[config.mk]
export PLATFORM = sky130hd
export DESIGN_NAME = pipeline_hazard_controller
export DESIGN_NICKNAME = d
export VERILOG_FILES = /design/src/rtl/pipeline_hazard_controller.sv
export SDC_FILE = /design/constraint.sdc
export NUM_CORES = 1
export LEC_CHECK = 0
export ABC_AREA = 1
export ABC_CLOCK_PERIOD_IN_PS = 1440
export CORE_ASPECT_RATIO = 2
export CORE_MARGIN = 2
export CORE_UTILIZATION = 43
export CTS_CLUSTER_DIAMETER = 60
export CTS_CLUSTER_SIZE = 14
export DETAILED_ROUTE_END_ITERATION = 16
export GPL_TIMING_DRIVEN = 0
export PLACE_DENSITY = 0.76
export SYNTH_ARGS = -nofsm -noshare
export SYNTH_HDL_FRONTEND = slang
export SYNTH_SLANG_ARGS = --single-unit
export TNS_END_PERCENT = 20
[constraint.sdc]
create_clock -name clock -period 1.44 [get_ports clock]
set_input_delay 0.144 -clock clock [delete_from_list [all_inputs] [get_ports clock]]
set_output_delay 0.144 -clock clock [all_outputs]
set_load 0.05 [all_outputs]
[src/rtl/pipeline_hazard_controller.sv]
// Stall, flush and forwarding control for the 5-stage pipeline.
// Branch-flush and memory-wait sequencing with a stall-cycle counter.
module pipeline_hazard_controller #(
  parameter int ADR_W       = 3,
  parameter int BR_PENALTY  = 2,
  parameter int MEM_TIMEOUT = 15,
  parameter int CNT_W       = 4
) (
  input  logic             clock,
  input  logic             reset_n,
  input  logic [ADR_W-1:0] reg_read_adr1_d,
  input  logic [ADR_W-1:0] reg_read_adr2_d,
  input  logic [ADR_W-1:0] reg_read_adr1_e,
  input  logic [ADR_W-1:0] reg_read_adr2_e,
  input  logic             reg_write_e,
  input  logic [ADR_W-1:0] reg_write_adr_e,
  input  logic             mem_to_reg_e,
  input  logic             reg_write_m,
  input  logic [ADR_W-1:0] reg_write_adr_m,
  input  logic             reg_write_w,
  input  logic [ADR_W-1:0] reg_write_adr_w,
  input  logic             branch_taken_e,
  input  logic             mem_req_m,
  input  logic             mem_ready,
  output logic             stall_f,
  output logic             stall_d,
  output logic             stall_em,
  output logic             flush_d,
  output logic             flush_e,
  output logic [1:0]       forward_a_e,
  output logic [1:0]       forward_b_e,
  output logic             mem_error,
  output logic [15:0]      stall_cycles
);

  typedef enum logic [1:0] {
    RUN      = 2'd0,
    BR_FLUSH = 2'd1,
    MEM_WAIT = 2'd2
  } state_t;

  localparam logic [CNT_W-1:0] PEN_INIT =
    CNT_W'(BR_PENALTY - 1);
  localparam logic [CNT_W-1:0] WAIT_MAX =
    CNT_W'(MEM_TIMEOUT);
  localparam logic [CNT_W-1:0] ONE = CNT_W'(1);

  state_t           state_q, state_d;
  state_t           ret_q, ret_d;
  logic [CNT_W-1:0] pen_q, pen_d;
  logic [CNT_W-1:0] wait_q, wait_d;
  logic             set_err;
  logic             mem_stall;
  logic             load_use;

  assign mem_stall = mem_req_m & ~mem_ready;

  assign load_use = reg_write_e & mem_to_reg_e &
    ((reg_write_adr_e == reg_read_adr1_d) |
     (reg_write_adr_e == reg_read_adr2_d));

  // Operand bypass select: M result wins over W result.
  always_comb begin
    forward_a_e = 2'b00;
    forward_b_e = 2'b00;
    if (reset_n) begin
      if (reg_write_m &&
          reg_write_adr_m == reg_read_adr1_e)
        forward_a_e = 2'b10;
      else if (reg_write_w &&
               reg_write_adr_w == reg_read_adr1_e)
        forward_a_e = 2'b01;
      if (reg_write_m &&
          reg_write_adr_m == reg_read_adr2_e)
        forward_b_e = 2'b10;
      else if (reg_write_w &&
               reg_write_adr_w == reg_read_adr2_e)
        forward_b_e = 2'b01;
    end
  end

  // Next-state and stall/flush decode.
  always_comb begin
    stall_f  = 1'b0;
    stall_d  = 1'b0;
    stall_em = 1'b0;
    flush_d  = 1'b0;
    flush_e  = 1'b0;
    state_d  = state_q;
    ret_d    = ret_q;
    pen_d    = pen_q;
    wait_d   = wait_q;
    set_err  = 1'b0;
    if (!reset_n) begin
      flush_d = 1'b1;
      flush_e = 1'b1;
    end else begin
      unique case (state_q)
        RUN: begin
          if (mem_stall) begin
            stall_f  = 1'b1;
            stall_d  = 1'b1;
            stall_em = 1'b1;
            ret_d    = RUN;
            wait_d   = ONE;
            state_d  = MEM_WAIT;
          end else if (branch_taken_e) begin
            flush_d = 1'b1;
            flush_e = 1'b1;
            if (BR_PENALTY > 1) begin
              pen_d   = PEN_INIT;
              state_d = BR_FLUSH;
            end
          end else if (load_use) begin
            stall_f = 1'b1;
            stall_d = 1'b1;
            flush_e = 1'b1;
          end
        end
        BR_FLUSH: begin
          if (mem_stall) begin
            stall_f  = 1'b1;
            stall_d  = 1'b1;
            stall_em = 1'b1;
            ret_d    = BR_FLUSH;
            wait_d   = ONE;
            state_d  = MEM_WAIT;
          end else begin
            flush_d = 1'b1;
            flush_e = 1'b1;
            pen_d   = pen_q - ONE;
            if (pen_q == ONE)
              state_d = RUN;
          end
        end
        MEM_WAIT: begin
          stall_f  = 1'b1;
          stall_d  = 1'b1;
          stall_em = 1'b1;
          if (mem_ready) begin
            state_d = ret_q;
          end else if (wait_q == WAIT_MAX) begin
            set_err = 1'b1;
            state_d = ret_q;
          end else begin
            wait_d = wait_q + ONE;
          end
        end
        default: state_d = RUN;
      endcase
    end
  end

  // State, counters, sticky error and stall counter.
  always_ff @(posedge clock) begin
    if (!reset_n) begin
      state_q      <= RUN;
      ret_q        <= RUN;
      pen_q        <= '0;
      wait_q       <= '0;
      mem_error    <= 1'b0;
      stall_cycles <= '0;
    end else begin
      state_q <= state_d;
      ret_q   <= ret_d;
      pen_q   <= pen_d;
      wait_q  <= wait_d;
      if (set_err)
        mem_error <= 1'b1;
      if (stall_f && stall_cycles != 16'hFFFF)
        stall_cycles <= stall_cycles + 16'd1;
    end
  end

endmodule

==> impl_results.md, run 1 <==
* Status: finished with violations
* Failing checks: setup timing
* Largest net degree at the start of global routing at 16
* Clk_lat worst skew at 0.28 ns
* Cts bufs inserted at 3
* Post-layout util at 0.702
* Post-layout instance area at 0.00304 mm2
* Residual DRC at 0
* HP Class: primary input to register
* Worst Path Arrival at 1.89 ns
* Area leader, netlist: dfxtp_1
* I/O pin cnt at 56
* Die width at 51.6 um
* DR pass1 iterations at 5
* Netlist cell types at 38
* Top-area cell type share of the netlist area at 0.288
* Post-Syn Area at 0.00195 mm2
* Initial antenna violation count at 0
* CP delay by family, top: simple AND/OR/NAND/NOR gates
* Hpwl dp at 4660 um
* Setup Crit Path Kind: register to register
* Final wirelength at 6740 um
* Clock Pin Slew Worst Setup and Hold Paths at 0.10 ns
* Power, Total at 1.85 mW
* DR iter-0 viols at 85
* Largest stage delay, worst path at 0.40 ns
* Layout cells sized above 1 at 0.319
* Minimum clock period at 1.71 ns
* Area after DPL at 0.00266 mm2
* Crit path buf inv count at 3
* Top post-synthesis cells by count: 70 x nand2_1, 34 x inv_1, 34 x nor2_1
* Worst setup margin at -0.267 ns
* Vias in the first global route at 2226
* Synth top area cells: dfxtp_1 29%, nand2_1 13%, inv_1 6.6%
* Yosys Warn Count at 0
* Final hold viol count at 0
* Syn Inst Count at 296
* Most frequent cell after synthesis: nand2_1
* Rows at 34
* CP required at 1.62 ns
* CP Cell Sequence: ha_4 -> nand3_4 -> inv_4 -> nand3_2 -> inv_2 -> nand3_4 -> nand3_4 -> buf_12 -> nand2_1 -> a21oi_2
* Pwr per Cell Area at 607 mW/mm2
* Net Count, Synth at 330
* # Max-Cap Violations at 0
* Root buffer cell: clkbuf_8
* Sequential area share after synthesis at 0.288
* Post-layout net count at 411
* Die area at 0.00512 mm2
* VDD IR max at 0.539 mV
* Core area at 0.00434 mm2
* Clk buf depth at 2
* Tcrit/Tclk final at 1.19
* Endpoint class of the critical path: register
* Post-Synth Simple-Gate Area at 0.385
* ANT cells at 0
* Global-route wire length before repair at 9460 um
* Via/cell ratio at 5.46
* Most Frequent Cell on Critical Path: nand3_4
* Clock sink total at 28
* Die Span Y at 99.2 um
* Number of port buffers at 54
* Post-Layout Cell Count at 430
* Post-Synth Adder-Cell Area at 0.0257
* Endpoints failing setup at 20
* Starting Density at 0.449
* Clock Skew at 0.00414 ns
* Post-synth top flop: dfxtp_1
* F_max at 0.586 GHz
* Number of synthesized flops with an enable pin at 0
* Static Leakage at 1.34 nW
* Mux share of post-synthesis cell area at 0
* Synth Area in XOR/XNOR at 0.0674
* Slew Limit Fails at 0
* Startpoint Class: register
* WL/cell at 15.7 um
* Share of flip-flops with an asynchronous set or reset at 0
* Antenna-violating nets left at 0
* H-tree depth at 1
* Via count at 2348
* Post-CTS Hold Fix Bufs at 0
* Total Routing Usage GR at 0.239
* Critical-path top delay cell: dfxtp_4
* Inst Count DP at 404
* Seq cells post-synth at 28
* Grt ovf at 0
* Unrepaired setup endpoints after global routing: true
* Area grow syn2layout at 56.3%
* Avg Synthesized Cell Area at 6.58 um2
* Post-synthesis compound-gate area fraction at 0.134
* Slew headroom at 0.494
* Slew @ Worst Pin at 0.759 ns
* Routability cong. at 0.899
* Largest family of logic cells by synthesized area: simple AND/OR/NAND/NOR gates
* TritonCTS clock tree: yes
* Critical path peak fanout at 7
==> cell usage in the layout (no fill, tap or decap), types with 4 or more instances in the layout <==
cell,netlist,routed
dfxtp_4,0,10
dfxtp_1,28,11
inv_1,34,27
nand3_1,14,12
nand2_4,0,4
buf_6,1,7
clkdlybuf4s15_1,0,5
xor2_1,9,7
a21oi_1,18,13
dfxtp_2,0,7
nand2_1,70,58
xnor2_1,6,6
inv_2,5,11
nor2_4,0,4
dlygate4sd2_1,0,36
nand2_2,1,9
nand4_1,16,16
nor2_1,34,30
clkbuf_8,0,4
a21oi_2,8,12
nor3_1,8,7
buf_4,1,21
==> sequential cells by signal, summed over array words and instances, names as in the netlist <==
name	cells
stall_cycles	16
pen_q	4
wait_q	4
state_q	2
mem_error	1
ret_q	1
==> stage by stage <==
step	hold WS (ns)	worst slack, ns	TNS (ns)
finish	0.288	-0.267	-2.24
global route	0.315	-0.320	-3.87
CTS	0.285	-0.154	-1.78
detailed placement	0.459	-1.04	-16.74
global placement	0.448	-1.00	-15.98
floorplan	0.364	-0.197	-1.89
==> layout make-up <==
type | count | area [um2]
sequential | 28 | 607
buffer | 9 | 68.8
tap | 54 | 67.6
inverter | 40 | 153
clock inverter | 1 | 3.75
multi-input combinational | 219 | 1410
timing repair buffer | 76 | 696
fill | 365 | 1290
clock buffer | 3 | 41.3
==> layer usage <==
metal  share of wire  GRT usage  vias up
li1                -          -     1130
met1            0.32      0.213     1101
met2            0.58      0.472       88
met3           0.042     0.0330       29
met4           0.059      0.138        0
met5               0          0        -
==> worst paths after layout <==
path              startpoint               to  slack, ns  cells after the start
min reg2reg        mem_error        mem_error       0.47                      2
max          stall_cycles[0]  stall_cycles[9]      -0.27                     10
max reg2reg  stall_cycles[0]  stall_cycles[9]      -0.27                     10
min                  reset_n  stall_cycles[6]       0.29                      3
==> tightest hold or removal path, delay by kind of cell <==
| family | cells | cell delay (ns) |
|---|---|---|
| buffers and inverters | 2 | 0.35 |
| AO/OA/AOI/OAI | 1 | 0.04 |
==> repair_timing <==
action / 4_1_cts / 5_1_grt
gates cloned: 0 / 1
gates resized for setup: 140 / 36
endpoints found under the setup margin: 44 / 30
pin swaps: 21 / 12
buffers inserted: 6 / 15
==> cells by family (layout without fill, tap and decap cells) <==
group	Yosys count	count (layout)
compound gates	41	41
xor+xnor	15	15
fa+ha+maj	4	4
buf+inv	49	129
flops	28	28
simple gates	159	159
==> power by group <==
group	switching (mW)	leakage [nW]	internal [mW]
Combinational	0.340	1.08	0.245
Sequential	0.0290	0.238	0.790
Clock	0.254	0.0231	0.192
Power figures use the tool's default switching activity.
==> run 2, diff against run 1 <==
--- a/config.mk
+++ b/config.mk
@@ -9,12 +9,11 @@
 export ABC_CLOCK_PERIOD_IN_PS = 1440
 export CORE_ASPECT_RATIO = 2
 export CORE_MARGIN = 2
-export CORE_UTILIZATION = 43
+export CORE_UTILIZATION = 35
 export CTS_CLUSTER_DIAMETER = 60
 export CTS_CLUSTER_SIZE = 14
 export DETAILED_ROUTE_END_ITERATION = 16
 export GPL_TIMING_DRIVEN = 0
-export PLACE_DENSITY = 0.76
 export SYNTH_ARGS = -nofsm -noshare
 export SYNTH_HDL_FRONTEND = slang
 export SYNTH_SLANG_ARGS = --single-unit
==> impl_results.md, run 2 (same netlist as run 1, synthesis figures left out) <==
* Final hold viol count at 0 (unchanged)
* Unrepaired setup endpoints after global routing: true
* I/O pin cnt at 56 (unchanged)
* Slew @ Worst Pin at 0.702 ns (-0.0570 ns)
* Antenna-violating nets left at 0 (unchanged)
* Clock Pin Slew Worst Setup and Hold Paths at 0.10 ns (about the same)
* Largest Register: stall_cycles
* Setup Crit Path Kind: register to output port
* Net Sw Power at 0.614 mW (-1.4%)
* Final wirelength at 6290 um (-6.7%)
* Via/cell ratio at 5.04 (-7.6%)
* Slew Limit Fails at 0 (unchanged)
* Critical path peak fanout at 5 (-2)
* Starting Density at 0.359 (-0.0895)
* Post-Layout Cell Count at 439 (+2.1%)
* Worst r2r src: stall_cycles[1]
* Die area at 0.00622 mm2 (+21%)
* # Max-Cap Violations at 0 (unchanged)
* Max reg flops at 16 (unchanged)
* Initial antenna violation count at 0 (unchanged)
* WL/cell at 14.3 um (-8.7%)
* Die width at 56.8 um (+10%)
* Static Leakage at 1.37 nW (+2.0%)
* Worst setup margin at -0.124 ns (+0.143 ns)
* FF-to-FF End: stall_cycles[5]
* Vias in the first global route at 2237 (+0.49%)
* Inst Count DP at 410 (+1.5%)
* DR pass1 iterations at 4 (-1)
* Failing checks: setup timing
* Die Span Y at 110 um (+10%)
* Slew headroom at 0.532 (+0.0380)
* Filler cells at 536 (+47%)
* Final setup TNS at -1.73 ns (+0.509 ns)
* Via count at 2214 (-5.7%)
* Total Routing Usage GR at 0.200 (-0.0387)
* Comb power frac at 0.312 (-0.004)
* Pwr per Cell Area at 620 mW/mm2 (+2.0%)
* Clk_lat worst skew at 0.27 ns (about the same)
* Core area at 0.00542 mm2 (+25%)
* Endpoint class of the critical path: output port
* DR iter-0 viols at 50 (-41%)
* Post-layout util at 0.568 (-0.134)
* Layout cells sized above 1 at 0.319 (about the same)
* Worst Path Arrival at 1.42 ns (-0.47 ns)
* Post-CTS Hold Fix Bufs at 0 (unchanged)
* Clk buf depth at 2 (unchanged)
* F_max at 0.639 GHz (+9.1%)
* Worst hold path depth at 3 (unchanged)
* Reg2reg setup slack at -0.11 ns (+0.16 ns)
* CP required at 1.30 ns (-0.32 ns)
* HP Class: primary input to register
* Minimum clock period at 1.56 ns (-0.143 ns)
* Area grow syn2layout at 58.0%
* Root buffer cell: clkbuf_8
* CP startpoint: state_q[1]
* Tcrit/Tclk final at 1.09 (-0.0992)
* Largest net degree at the start of global routing at 16 (unchanged)
* H-tree depth at 1 (unchanged)
* Residual DRC at 0 (unchanged)
* Routability cong. at 0.856 (-4.8%)
* Endpoints failing setup at 21 (+5.0%)
* Clock Skew at 0.00357 ns (-0.000562 ns)
* Sw Ratio at 0.322 (-0.0149)
* Most common cell after layout, fill and taps aside: nand2_1
* Seq pwr share at 0.428 (-0.015)
* Grt ovf at 0 (unchanged)
* Hpwl dp at 4520 um (-3.0%)
* Status: finished with violations
* Post-layout net count at 414 (+0.73%)
* Cts bufs inserted at 3 (unchanged)
* Global-route wire length before repair at 9860 um (+4.2%)
* Startpoint Class: register
* Number of port buffers at 54 (unchanged)
* Int Pwr at 1.29 mW (+5.4%)
* Worst setup endpoint: stall_f
* Worst hold slack at 0.304 ns (+0.0158 ns)
* R2R depth at 10 (unchanged)
* Rows at 38 (+12%)
* ANT cells at 0 (unchanged)
* Top Registers: stall_cycles x16, pen_q x4, wait_q x4
* TritonCTS clock tree: yes
* VDD IR max at 0.562 mV (+4.3%)
* Most frequent cells in the layout: 58 x nand2_1, 34 x dlygate4sd2_1, 30 x nor2_1
* Clock sink total at 28 (unchanged)
* Clock network power share at 0.260 (+0.019)
-- run 2: changes by cell type in the layout (fill, tap and decap cells not counted), sizes merged --
cell | before | now
buf | 33 | 38
clkbuf | 12 | 13
clkdlybuf4s15 | 5 | 4
clkinv | 2 | 1
dlygate4sd2 | 36 | 34
dlymetal6s2s | 0 | 1
-- run 2: final cells by class --
type                       count  area [um2]  share of cell area
buffer                         9        70.1              0.0228
clock buffer                   4        55.1              0.0179
sequential                    28         607               0.197
inverter                      40         153              0.0496
tap                           60        75.1              0.0244
timing repair buffer          79         718               0.233
multi-input combinational    219        1400               0.455
-- run 2: worst min path at each step --
stage	startpoint	to	slack [ns]
2_1_floorplan	mem_ready	mem_error	0.36
3_3_place_gp	mem_error	mem_error	0.45
3_5_place_dp	mem_error	mem_error	0.46
4_1_cts	reset_n	stall_cycles[7]	0.30
5_1_grt	reset_n	stall_cycles[6]	0.34
6_report	reset_n	stall_cycles[6]	0.30
-- run 2: routing by layer --
layer | GRT usage | wire length [um] | vias to the layer above
met2 | 0.435 | 3710 | 50
met5 | 0 | 0 | -
met4 | 0.0581 | 77 | 0
met3 | 0.0176 | 242 | 6
li1 | - | - | 1137
met1 | 0.187 | 2250 | 1021
-- run 2: power groups by stage --
stage,combinational [mW],clock [mW],sequential (mW)
global route,0.646,0.540,0.820
CTS,0.546,0.513,0.822
finish,0.596,0.495,0.816
detailed placement,0.486,0,0.836
global placement,0.481,0,0.836
floorplan,0.283,0,0.847
-- run 2: worst max-delay path: stages, from the launching register on --
cell	delay, ns
dfxtp_4	0.39
nor3_4	0.19
nand3_2	0.15
a21oi_4	0.17
buf_6	0.11
buf_8	0.13
-- run 2: repair_timing --
item | in CTS | in global routing
setup buffers | 7 | 17
pin swaps | 22 | 13
gates cloned | 0 | 1
setup endpoints to repair | 48 | 29
gates resized for setup | 140 | 38
-- run 2: stage by stage --
| step | area, um2 | power (mW) | setup slack (ns) |
|---|---|---|---|
| after CTS | 2850 | 1.88 | -0.178 |
| after global placement | 2670 | 1.32 | -1.04 |
| after detailed placement | 2670 | 1.32 | -1.02 |
| after global routing | 3080 | 2.01 | -0.199 |
| final | 3080 | 1.91 | -0.124 |
| after floorplan | 2050 | 1.13 | -0.197 |
